===== config.mk =====
export PLATFORM = sky130hd
export DESIGN_NAME = cnt_obi_initiator
export DESIGN_NICKNAME = d
export VERILOG_FILES = /design/src/rtl/cnt_obi_pkg.sv /design/src/rtl/cnt_obi_initiator.sv
export SDC_FILE = /design/constraint.sdc
export NUM_CORES = 1
export LEC_CHECK = 0
export ABC_AREA = 1
export CAP_MARGIN = 10
export CORE_ASPECT_RATIO = 1.4
export CORE_MARGIN = 2
export CORE_UTILIZATION = 39
export CTS_BUF_LIST = sky130_fd_sc_hd__clkbuf_4
export DETAILED_ROUTE_END_ITERATION = 12
export GPL_TIMING_DRIVEN = 0
export PLACE_DENSITY_LB_ADDON = 0.05
export SETUP_SLACK_MARGIN = 0.1
export SYNTH_ARGS = -nofsm -noshare
export SYNTH_HDL_FRONTEND = slang
export SYNTH_SLANG_ARGS = --single-unit

===== constraint.sdc =====
create_clock -name clk_i -period 1.59 [get_ports clk_i]
set_input_delay 0.3975 -clock clk_i [delete_from_list [all_inputs] [get_ports clk_i]]
set_output_delay 0.3975 -clock clk_i [all_outputs]
set_load 0.03 [all_outputs]

===== src/rtl/cnt_obi_pkg.sv =====
// Shared OBI request/response types used by the counter register block
// and by any initiator or responder that talks to it.
package cnt_obi_pkg;

    localparam int unsigned ObiAddrWidth = 32'd32;
    localparam int unsigned ObiDataWidth = 32'd32;
    localparam int unsigned ObiBeWidth   = 32'd4;

    // OBI A-channel driven by the manager.
    typedef struct packed {
        logic                      req;
        logic [ObiAddrWidth-1:0]   addr;
        logic                      we;
        logic [ObiBeWidth-1:0]     be;
        logic [ObiDataWidth-1:0]   wdata;
    } obi_req_t;

    // OBI grant plus R-channel driven by the responder.
    typedef struct packed {
        logic                      gnt;
        logic                      rvalid;
        logic [ObiDataWidth-1:0]   rdata;
    } obi_resp_t;

    // Pack the individual A-channel fields into a request struct.
    function automatic obi_req_t obi_req_build(
        input logic                    req,
        input logic [ObiAddrWidth-1:0] addr,
        input logic                    we,
        input logic [ObiBeWidth-1:0]   be,
        input logic [ObiDataWidth-1:0] wdata
    );
        obi_req_t r;
        r.req   = req;
        r.addr  = addr;
        r.we    = we;
        r.be    = be;
        r.wdata = wdata;
        return r;
    endfunction

endpackage


===== src/rtl/cnt_obi_initiator.sv =====
// Single-outstanding OBI manager: takes one command over valid/ready,
// runs it on OBI, returns read data or a timeout error over valid/ready.
// A timed-out transaction leaves a drain flag so its late rvalid is
// swallowed before the next command is accepted.
module cnt_obi_initiator
    import cnt_obi_pkg::*;
#(
    parameter int unsigned TimeoutCycles = 32'd64,
    parameter int unsigned AddrWidth     = 32'd32
) (
    input  logic                 clk_i,
    input  logic                 rst_ni,
    input  logic                 cmd_valid_i,
    output logic                 cmd_ready_o,
    input  logic [AddrWidth-1:0] cmd_addr_i,
    input  logic                 cmd_we_i,
    input  logic [3:0]           cmd_be_i,
    input  logic [31:0]          cmd_wdata_i,
    output logic                 rsp_valid_o,
    input  logic                 rsp_ready_i,
    output logic [31:0]          rsp_rdata_o,
    output logic                 rsp_err_o,
    output obi_req_t             obi_req_o,
    input  obi_resp_t            obi_rsp_i,
    output logic                 busy_o
);

    typedef enum logic [2:0] {
        ST_IDLE  = 3'd0,
        ST_ADDR  = 3'd1,
        ST_RESP  = 3'd2,
        ST_DONE  = 3'd3,
        ST_DRAIN = 3'd4
    } state_e;

    typedef struct packed {
        logic [AddrWidth-1:0] addr;
        logic                 we;
        logic [3:0]           be;
        logic [31:0]          wdata;
    } cmd_t;

    // With TimeoutCycles = 0 the counter collapses to one idle bit.
    localparam bit          TimeoutEn = (TimeoutCycles != 32'd0);
    localparam int unsigned CntWidth  = TimeoutEn ? $clog2(TimeoutCycles + 32'd1) : 32'd1;
    localparam logic [CntWidth-1:0] CntLast = TimeoutEn ? CntWidth'(TimeoutCycles - 32'd1) : '0;
    localparam logic [CntWidth-1:0] CntSat  = TimeoutEn ? CntWidth'(TimeoutCycles) : '0;
    localparam logic [CntWidth-1:0] CntOne  = CntWidth'(32'd1);

    state_e              state_r, state_s;
    cmd_t                cmd_r, cmd_s;
    logic                req_r, req_s;
    logic [CntWidth-1:0] cnt_r, cnt_s;
    logic                drain_r, drain_s;
    logic                rsp_valid_r, rsp_valid_s;
    logic [31:0]         rsp_rdata_r, rsp_rdata_s;
    logic                rsp_err_r, rsp_err_s;

    // Next-state and next-output computation for the transaction FSM.
    always_comb begin
        state_s     = state_r;
        cmd_s       = cmd_r;
        req_s       = req_r;
        cnt_s       = cnt_r;
        drain_s     = drain_r;
        rsp_valid_s = rsp_valid_r;
        rsp_rdata_s = rsp_rdata_r;
        rsp_err_s   = rsp_err_r;
        case (state_r)
            ST_IDLE: begin
                if (cmd_valid_i) begin
                    state_s     = ST_ADDR;
                    cmd_s.addr  = cmd_addr_i;
                    cmd_s.we    = cmd_we_i;
                    cmd_s.be    = cmd_be_i;
                    cmd_s.wdata = cmd_wdata_i;
                    req_s       = 1'b1;
                end else begin
                    state_s = ST_IDLE;
                end
            end
            ST_ADDR: begin
                // Request stays up with stable fields until granted.
                if (obi_rsp_i.gnt) begin
                    state_s = ST_RESP;
                    req_s   = 1'b0;
                    cnt_s   = '0;
                end else begin
                    req_s = 1'b1;
                end
            end
            ST_RESP: begin
                // rvalid takes priority over expiry in the same cycle.
                if (obi_rsp_i.rvalid) begin
                    state_s     = ST_DONE;
                    rsp_valid_s = 1'b1;
                    rsp_rdata_s = cmd_r.we ? 32'h0000_0000 : obi_rsp_i.rdata;
                    rsp_err_s   = 1'b0;
                end else if (TimeoutEn && (cnt_r == CntLast)) begin
                    state_s     = ST_DONE;
                    rsp_valid_s = 1'b1;
                    rsp_rdata_s = 32'h0000_0000;
                    rsp_err_s   = 1'b1;
                    drain_s     = 1'b1;
                end else begin
                    cnt_s = (cnt_r == CntSat) ? cnt_r : (cnt_r + CntOne);
                end
            end
            ST_DONE: begin
                // A late rvalid arriving while the response is held is
                // already the one the drain flag is waiting for.
                drain_s = drain_r && !obi_rsp_i.rvalid;
                if (rsp_ready_i) begin
                    state_s     = drain_s ? ST_DRAIN : ST_IDLE;
                    rsp_valid_s = 1'b0;
                    rsp_rdata_s = 32'h0000_0000;
                    rsp_err_s   = 1'b0;
                end else begin
                    state_s = ST_DONE;
                end
            end
            ST_DRAIN: begin
                if (obi_rsp_i.rvalid) begin
                    state_s = ST_IDLE;
                    drain_s = 1'b0;
                end else begin
                    state_s = ST_DRAIN;
                end
            end
            default: begin
                state_s     = ST_IDLE;
                req_s       = 1'b0;
                drain_s     = 1'b0;
                rsp_valid_s = 1'b0;
            end
        endcase
    end

    // State and output registers with synchronous active-low reset.
    always_ff @(posedge clk_i) begin
        if (!rst_ni) begin
            state_r     <= ST_IDLE;
            cmd_r       <= '0;
            req_r       <= 1'b0;
            cnt_r       <= '0;
            drain_r     <= 1'b0;
            rsp_valid_r <= 1'b0;
            rsp_rdata_r <= 32'h0000_0000;
            rsp_err_r   <= 1'b0;
        end else begin
            state_r     <= state_s;
            cmd_r       <= cmd_s;
            req_r       <= req_s;
            cnt_r       <= cnt_s;
            drain_r     <= drain_s;
            rsp_valid_r <= rsp_valid_s;
            rsp_rdata_r <= rsp_rdata_s;
            rsp_err_r   <= rsp_err_s;
        end
    end

    assign obi_req_o   = obi_req_build(req_r, ObiAddrWidth'(cmd_r.addr), cmd_r.we,
                                       cmd_r.be, cmd_r.wdata);
    assign cmd_ready_o = (state_r == ST_IDLE);
    assign busy_o      = (state_r != ST_IDLE);
    assign rsp_valid_o = rsp_valid_r;
    assign rsp_rdata_o = rsp_rdata_r;
    assign rsp_err_o   = rsp_err_r;

endmodule


# Yosys cells after proc, flatten, opt, wreduce, memory -nomap -nowiden
# Cells that the tools add are included.
dict set report classes {
  n_addsub 1
  eq_ne 15
  n_mux 30
  n_bitwise 3
  n_reduce_logical 16
}
# cell count
set ops {}
lappend ops {{$mux W32} 4}
lappend ops {{$pmux W32 S2} 1}
lappend ops {{$mux W7} 4}
lappend ops {{$mux W3} 6}
lappend ops {{$ne A2 B2 Y1 const B} 8}
lappend ops {{$pmux W3 S5} 1}
lappend ops {{$pmux W7 S2} 1}
lappend ops {{$mux W1} 9}
lappend ops {{$add A7 B1 Y7 const B} 1}
lappend ops {{$eq A7 B6 Y1 const B} 1}
lappend ops {{$eq A7 B7 Y1 const B} 1}
lappend ops {{$eq A3 B2 Y1 const B} 2}
lappend ops {{$pmux W1 S3} 2}
lappend ops {{$reduce_and A2 Y1} 3}
lappend ops {{$reduce_and A3 Y1} 2}
lappend ops {{$reduce_or A3 Y1} 2}
lappend ops {{$reduce_and A5 Y1} 1}
lappend ops {{$pmux W1 S4} 1}
lappend ops {{$reduce_and A4 Y1} 1}
lappend ops {{$reduce_bool A2 Y1} 2}
lappend ops {{$eq A3 B1 Y1 const B} 1}
lappend ops {{$eq A3 B3 Y1 const B} 1}
lappend ops {{$logic_not A3 Y1} 1}
lappend ops {{$ne A3 B3 Y1 const B} 1}
lappend ops {{6 further kinds} 8}
dict set report word_totals {
  reg_bits 115
  output_inout_bits 106
  elab_cells 76
}

# Logic depth before layout (Yosys ltp)
dict set report logic_depth {
  word_depth 5
  mapped_depth 11
}

# Worst setup path after synthesis
# Ideal clock, no wire load.
dict set report synth_timing {
  path_kind {reg2out}
  from {register state_r[0]}
  to {output busy_o}
  arrival_time_ns 1.252
  t_required_ns 1.192
  path_slack_ns -0.060
  path_stages_with_launch 6
  path_buffers 1
  cell_sequence {dfxtp_1 nor2_1 inv_1 nor2_4 buf_2 inv_1}
}
dict set report synth_between {
  elab_chain_len 1
}
# element line
set synth_rtl {}
lappend synth_rtl {{start, declared} cnt_obi_initiator.sv:50} ;# state_e state_r, state_s;
lappend synth_rtl {{start signal, assigned} cnt_obi_initiator.sv:151} ;# state_r <= state_s;
lappend synth_rtl {{$reduce_bool A3 Y1} cnt_obi_initiator.sv:165} ;# assign busy_o = (state_r != ST_IDLE);
lappend synth_rtl {{end, declared} cnt_obi_initiator.sv:25} ;# output logic busy_o
# Every way passes these cells.

# Final worst setup path
# Ends and elaborated chain as after synthesis.

==> insert_results.sql <==
INSERT INTO impl_metrics (metric_group, metric, value, unit) VALUES
('sta', 'period_needed', '1820', 'ps'),
('synth', 'syn-mean-instance-area', '7.19', 'µm²'),
('drt', 'via_to_cell_ratio', '5.02', ''),
('critical_path', 'timing.critical_path.required', '1190', 'ps'),
('critical_path', 'worst_ep_arrival_time', '1420', 'ps'),
('power_and_ir_drop', 'cellPowerDensity', '1310', 'nW/µm²'),
('clock_network', 'cts_tree', 'done', ''),
('drt', 'm1WireLength', '6040', 'µm'),
('status', 'outcome', 'finished with violations', ''),
('power_and_ir_drop', 'total_power', '10.5', 'mW'),
('drt', 'dr.first_iter.drc_count', '229', ''),
('finish', 'num-nets-final', '1022', ''),
('drt', 'route.detailed.wl_per_inst', '15.0', 'µm'),
('power_and_ir_drop', 'vdd.ir_drop.worst', '738', 'µV'),
('placement', 'port_buffers', '211', ''),
('critical_path', 'worst_setup_path_end_kind', 'output port', ''),
('placement', 'final_hpwl_dp', '10900', 'µm'),
('global_route', 'grt_first_pass_wirelength', '24000', 'µm'),
('status', 'violations', 'setup timing', ''),
('floorplan', 'core_area', '11800', 'µm²'),
('run', 'max-cap-violations', '0', ''),
('drt', 'vias', '5393', ''),
('global_route', 'antenna_found_initial', '1', ''),
('global_route', 'via_count_of_the_first_global_routing_pass', '5039', ''),
('critical_path', 'worst-path-buf-inv', '4', ''),
('global_route', 'total_routing_resource_utilization_after_global_routing', '0.225', ''),
('sta', 'postLayoutSetupSlackWorst', '-229', 'ps'),
('critical_path', 'critical_path.max_fanout', '3', ''),
('synth', 'syn_nets', '764', ''),
('hold_path', 'min_path_type', 'primary input to flop', ''),
('sta', 'clock-skew-final', '18.8', 'ps'),
('floorplan', 'die_height', '134', 'µm'),
('critical_path', 'slowest_delay', '370', 'ps'),
('critical_path', 'startpoint_type', 'flop', ''),
('clock_network', 'numClockSinks', '115', ''),
('drt', 'top_signal_layer_used', 'met4', ''),
('clock_network', 'htree_num_levels', '4', ''),
('sta', 'grt_setup_unrepaired', 'yes', ''),
('sta', 'timing_hold_violations_final', '0', ''),
('sta', 'slew-limit-headroom', '0.571', ''),
('clock_network', 'cts-root-buf', 'clkbuf_4', ''),
('placement', 'place.gp.congestion', '0.859', ''),
('synth', 'netlist.top_cell.by_area', 'dfxtp_1', ''),
('clock_network', 'ctsHoldBuffers', '0', ''),
('critical_path', 'worst-setup-path-type', 'flop to output port', ''),
('synth', 'ys_seq_area_frac', '0.489', ''),
('power_and_ir_drop', 'power.leakage', '3.52', 'nW'),
('sta', 'setup_viol', '13', ''),
('finish', 'drive_gt1_frac', '0.346', ''),
('sta', 'max_frequency', '0.550', 'GHz'),
('synth', 'postSynthCellCount', '655', ''),
('clock_network', 'clk_latency', '540', 'ps'),
('drt', 'route.antenna.remaining_nets', '0', ''),
('synth', 'synthesis.yosys.warnings', '0', ''),
('global_route', 'grt_remaining_overflow', '0', ''),
('floorplan', 'die_outline_area', '13000', 'µm²'),
('drt', 'drt-pass1-iter-count', '5', ''),
('drt', 'met2_length', '8350', 'µm'),
('critical_path', 'critPathSlowestCell', 'dfxtp_4', ''),
('drt', 'met3_wirelength', '1360', 'µm'),
('synth', 'synth-seq-cells', '115', ''),
('clock_network', 'cts_made_buffers', '17', ''),
('sta', 'maxSlewViolCount', '0', ''),
('finish', 'layout.cells.non_filler', '1074', ''),
('drt', 'drt-total-wl', '16100', 'µm'),
('synth', 'synth.area.top_cells', 'dfxtp_1, nand2_1, a21oi_1, nand3_1, nor2_1', ''),
('placement', 'dpl.cell_count', '1013', ''),
('synth', 'synthMostInstantiatedCell', 'nand2_1', ''),
('floorplan', 'initial_utilization', '0.398', ''),
('clock_network', 'clockBufferDepth', '2', ''),
('global_route', 'maximum_number_of_pins_on_one_net_before_global_route_repair', '17', '');
[sequential cells by signal, summed over array words and instances, names as in the netlist]
register / flops
req_r: 1
drain_r: 1
rsp_valid_o: 1
state_r: 3
obi_req_o: 69
rsp_rdata_o: 32
cnt_r: 7
rsp_err_o: 1
[per-stage QoR]
step,setup TNS (ps),util,setup slack [ps],instance area (µm²)
after detailed placement,-44410,0.594,-619,7020
after floorplan,0,-,86.9,4730
after CTS,-651,0.609,-256,7200
after global routing,-2770,0.680,-308,8030
final,-615,0.680,-229,8030
after global placement,-42000,0.594,-627,7020
[placed cells by master, fill, tap and decap left out, drive strengths merged]
cell           instances
a211oi                 1
a21oi                100
a31oi                  1
and3                   1
buf                  147
bufinv                 6
clkbuf                53
clkdlybuf4s50        105
clkinv                 6
dfxtp                115
diode                  1
ha                     2
inv                   47
nand2                163
nand3                 80
nand4                  6
nor2                  76
nor3                   2
o21a                   1
o21ai                 13
xnor2                  1
[power breakdown]
group | switching [mW] | total, mW | internal (mW)
clock network | 1.13 | 2.73 | 1.60
registers | 0.260 | 3.59 | 3.33
logic | 2.35 | 4.18 | 1.84
total | 3.74 | 10.5 | 6.76
[per-layer routing]
metal	up-vias	global-route usage
met5	-	0
met4	0	0.0861
met3	35	0.0922
met2	208	0.395
met1	2517	0.240
li1	2633	-
[final cells by class]
type | count | area [µm²]
Fill cell | 1032 | 3790
Inverter | 47 | 181
Sequential cell | 115 | 2390
Buffer | 45 | 322
Timing Repair Buffer | 240 | 2350
Tap cell | 147 | 184
Clock buffer | 20 | 150
Antenna cell | 1 | 2.50
Multi-Input combinational cell | 447 | 2240
Clock inverter | 12 | 210
[repair_timing]
action,CTS,global route
gates cloned,0,5
endpoints found under the setup margin,215,207
buffers inserted,9,16
resized for setup,639,266
pin swaps,4,10
[kinds of logic (layout without fill, tap and decap cells)]
kind of cell / count (synthesis) / after routing / share of synthesized area
other: 0 / 1 / 0
xor gates and xnor gates: 1 / 1 / 0.00186
DFF: 115 / 115 / 0.489
buffers and inverters: 93 / 364 / 0.0845
and+or+nand+nor: 328 / 328 / 0.295
adders and majority gates: 2 / 2 / 0.00532
AOI/OAI and AO/OA: 116 / 116 / 0.125
[worst reg2reg max path, cell delays in order (launching register included)]
cell and delay (ps):
dfxtp_2 370, buf_4 140, inv_2 40, nor2_4 140
nand2_2 110, nor2_4 150, nand2_4 70, nand2_4 100
buf_4 140, clkbuf_16 120, nand2_1 50, nand2_1 50
nor2_1 50
[worst paths after layout]
path | slack (ps) | from | cells after the start | end
worst max-delay path | -230 | state_r[0]$_SDFFE_PN0P_ | 6 | busy_o
worst min-delay path | 420 | cmd_wdata_i[24] | 3 | obi_req_o[24]$_SDFFE_PN0P_
worst max register to register | -30 | state_r[1]$_SDFFE_PN0P_ | 12 | rsp_rdata_o[6]$_SDFFE_PN0P_
worst min register to register | 470 | obi_req_o[26]$_SDFFE_PN0P_ | 2 | obi_req_o[26]$_SDFFE_PN0P_
No activity file was read; power rests on OpenSTA's default activity.
==> edit, RTL diff (config.mk and constraints unchanged) <==
Reset style: asynchronous (`rst_ni`), changed in one clocked block. Comments in the files are not updated.
--- a/src/rtl/cnt_obi_initiator.sv
+++ b/src/rtl/cnt_obi_initiator.sv
@@ -137,7 +137,7 @@
     end
 
     // State and output registers with synchronous active-low reset.
-    always_ff @(posedge clk_i) begin
+    always_ff @(posedge clk_i or negedge rst_ni) begin
         if (!rst_ni) begin
             state_r     <= ST_IDLE;
             cmd_r       <= '0;
Behaviour: differs if rst_ni is asserted again (counterexample within 4 cycles, from zero or initial values and one cycle with rst_ni low); with rst_ni held inactive, the same outputs for 10 cycles.
==> edit against the unedited design <==
The run still ends with setup timing left; area after synthesis grew 6.1%; worst setup slack worse by 0.064 ns; sequential cell count unchanged; routed wire length increased by 2.1%; largest cell class unchanged; maximum frequency is 3.4% lower; final area grew 13%; count of clock-buffer cells in the layout fell by 3; die area grew 5.9%; critical path depth unchanged; critical endpoint unchanged; global-route usage rose by 0.61 points.
Power is not compared: it rests on default switching activity, and its combinational part moved more than twofold at a synthesized area within 25%.
==> edit: results (changes against the unedited design) <==
\begin{tabular}{lr}
\hline
Metric & Value \\
\hline
\multicolumn{2}{l}{\textbf{Critical path}} \\
\quad Highest-delay cell along the critical path & sky130\_fd\_sc\_hd\_\_dfrtp\_2 (was sky130\_fd\_sc\_hd\_\_dfxtp\_4) \\
\quad Number of cell instances on the worst register-to-register path & 10 (was 12) \\
\quad Reg-to-Reg Start & cnt\_r[1]\$\_DFFE\_PN0P\_ (was state\_r[1]\$\_SDFFE\_PN0P\_) \\
\quad Worst R2R End & rsp\_rdata\_o[15]\$\_DFFE\_PN0P\_ (was rsp\_rdata\_o[6]\$\_SDFFE\_PN0P\_) \\
\multicolumn{2}{l}{\textbf{Synthesis}} \\
\quad Commonest register cell after synthesis & sky130\_fd\_sc\_hd\_\_dfrtp\_1 (was sky130\_fd\_sc\_hd\_\_dfxtp\_1) \\
\quad Post-synthesis cell count & 578 (was 655) \\
\quad Sequential element share of the synthesized area & 57.6\% (was 48.9\%) \\
\quad Cell types with the highest counts after synthesis & 219 x sky130\_fd\_sc\_hd\_\_nand2\_1, 117 x sky130\_fd\_sc\_hd\_\_nand3\_1, 115 x sky130\_fd\_sc\_hd\_\_dfrtp\_1, 23 x sky130\_fd\_sc\_hd\_\_clkbuf\_1, 16 x sky130\_fd\_sc\_hd\_\_inv\_1 (was 160 x sky130\_fd\_sc\_hd\_\_nand2\_1, 115 x sky130\_fd\_sc\_hd\_\_dfxtp\_1, 100 x sky130\_fd\_sc\_hd\_\_a21oi\_1, 79 x sky130\_fd\_sc\_hd\_\_nand3\_1, 71 x sky130\_fd\_sc\_hd\_\_nor2\_1) \\
\quad Post-synthesis net count & 687 (was 764) \\
\multicolumn{2}{l}{\textbf{Status}} \\
\quad Failing checks & setup timing (unchanged) \\
\quad Run status & finished, violations left (unchanged) \\
\multicolumn{2}{l}{\textbf{Hold path}} \\
\quad Hold Crit Class & input pin to async pin (was input pin to flip-flop) \\
\multicolumn{2}{l}{\textbf{Cells and area}} \\
\quad Filler cells & 931 (was 1032) \\
\quad Share of post-route cells with drive strength above 1 & 38.1\% (was 34.6\%) \\
\multicolumn{2}{l}{\textbf{Global routing}} \\
\quad GRT Overall Usage & 23.1\% (was 22.5\%) \\
\quad Pin count of the biggest net entering global routing & 64 (was 17) \\
\quad Wire length of the first global-routing pass & 24800 microns (was 24000 microns) \\
\multicolumn{2}{l}{\textbf{STA}} \\
\quad Finish-stage setup viols & 21 (was 13) \\
\quad Max-slew headroom & 61.8\% (was 57.1\%) \\
\quad Smallest setup slack after layout & -0.293 ns (was -0.229 ns) \\
\multicolumn{2}{l}{\textbf{Route}} \\
\quad Met1 wire length & 5880 microns (was 6040 microns) \\
\quad Met3 routed wirelength & 1330 microns (was 1360 microns) \\
\quad Wire length per cell & 15.6 microns (was 15.0 microns) \\
\multicolumn{2}{l}{\textbf{Placement}} \\
\quad Total placed instance area & 7370 sq um (was 7020 sq um) \\
\quad Placed wire-length estimate & 10600 microns (was 10900 microns) \\
\hline
\end{tabular}
[edit: cell families after synthesis]
logic type,after synthesis,synth area share [%]
simple gates,362,31.4
flops,115,57.6
buf+inv,56,5.31
compound gates,42,5.01
fa+ha+maj,2,0.501
xor+xnor,1,0.175
[edit: repair_timing]
action,in CTS,in global routing
hold endpoints to repair,52,0
gates cloned,5,0
resized for setup,846,63
setup endpoints to repair,216,219
buffers inserted,46,34
pin swaps,7,17
hold buffers,1,0
[edit: final cells by class]
type,count,area (sq um),area share (%)
Timing Repair Buffer,295,3020,33.3
Sequential cell,115,2880,31.7
Multi-Input combinational cell,407,2270,24.9
Buffer,37,318,3.50
Clock inverter,15,206,2.27
Tap cell,150,188,2.07
Clock buffer,17,128,1.40
Inverter,18,72.6,0.799
Antenna cell,1,2.50,0.0275
[edit: power by group through the flow]
stage / combinational (mW) / sequential (mW) / clock [mW]
CTS: 10.2 / 4.86 / 2.56
global placement: 8.13 / 4.68 / 0
global route: 11.8 / 4.99 / 2.71
finish: 11.1 / 4.88 / 2.50
detailed placement: 8.24 / 4.71 / 0
floorplan: 2.83 / 6.71 / 0
[edit: per-stage QoR]
| stage | hold WS (ns) | setup WS (ns) |
|---|---|---|
| 4_1_cts | 0.354 | -0.374 |
| 6_report | 0.373 | -0.293 |
| 3_3_place_gp | 0.453 | -4.39 |
| 3_5_place_dp | 0.381 | -0.671 |
| 2_1_floorplan | 0.102 | 0.0446 |
| 5_1_grt | 0.355 | -0.403 |
[edit: layer usage]
| layer | vias to the layer above | track usage [%] |
|---|---|---|
| met3 | 18 | 9.38 |
| met5 | - | 0 |
| met2 | 197 | 42.0 |
| met4 | 0 | 6.09 |
| li1 | 2509 | - |
| met1 | 2513 | 24.8 |
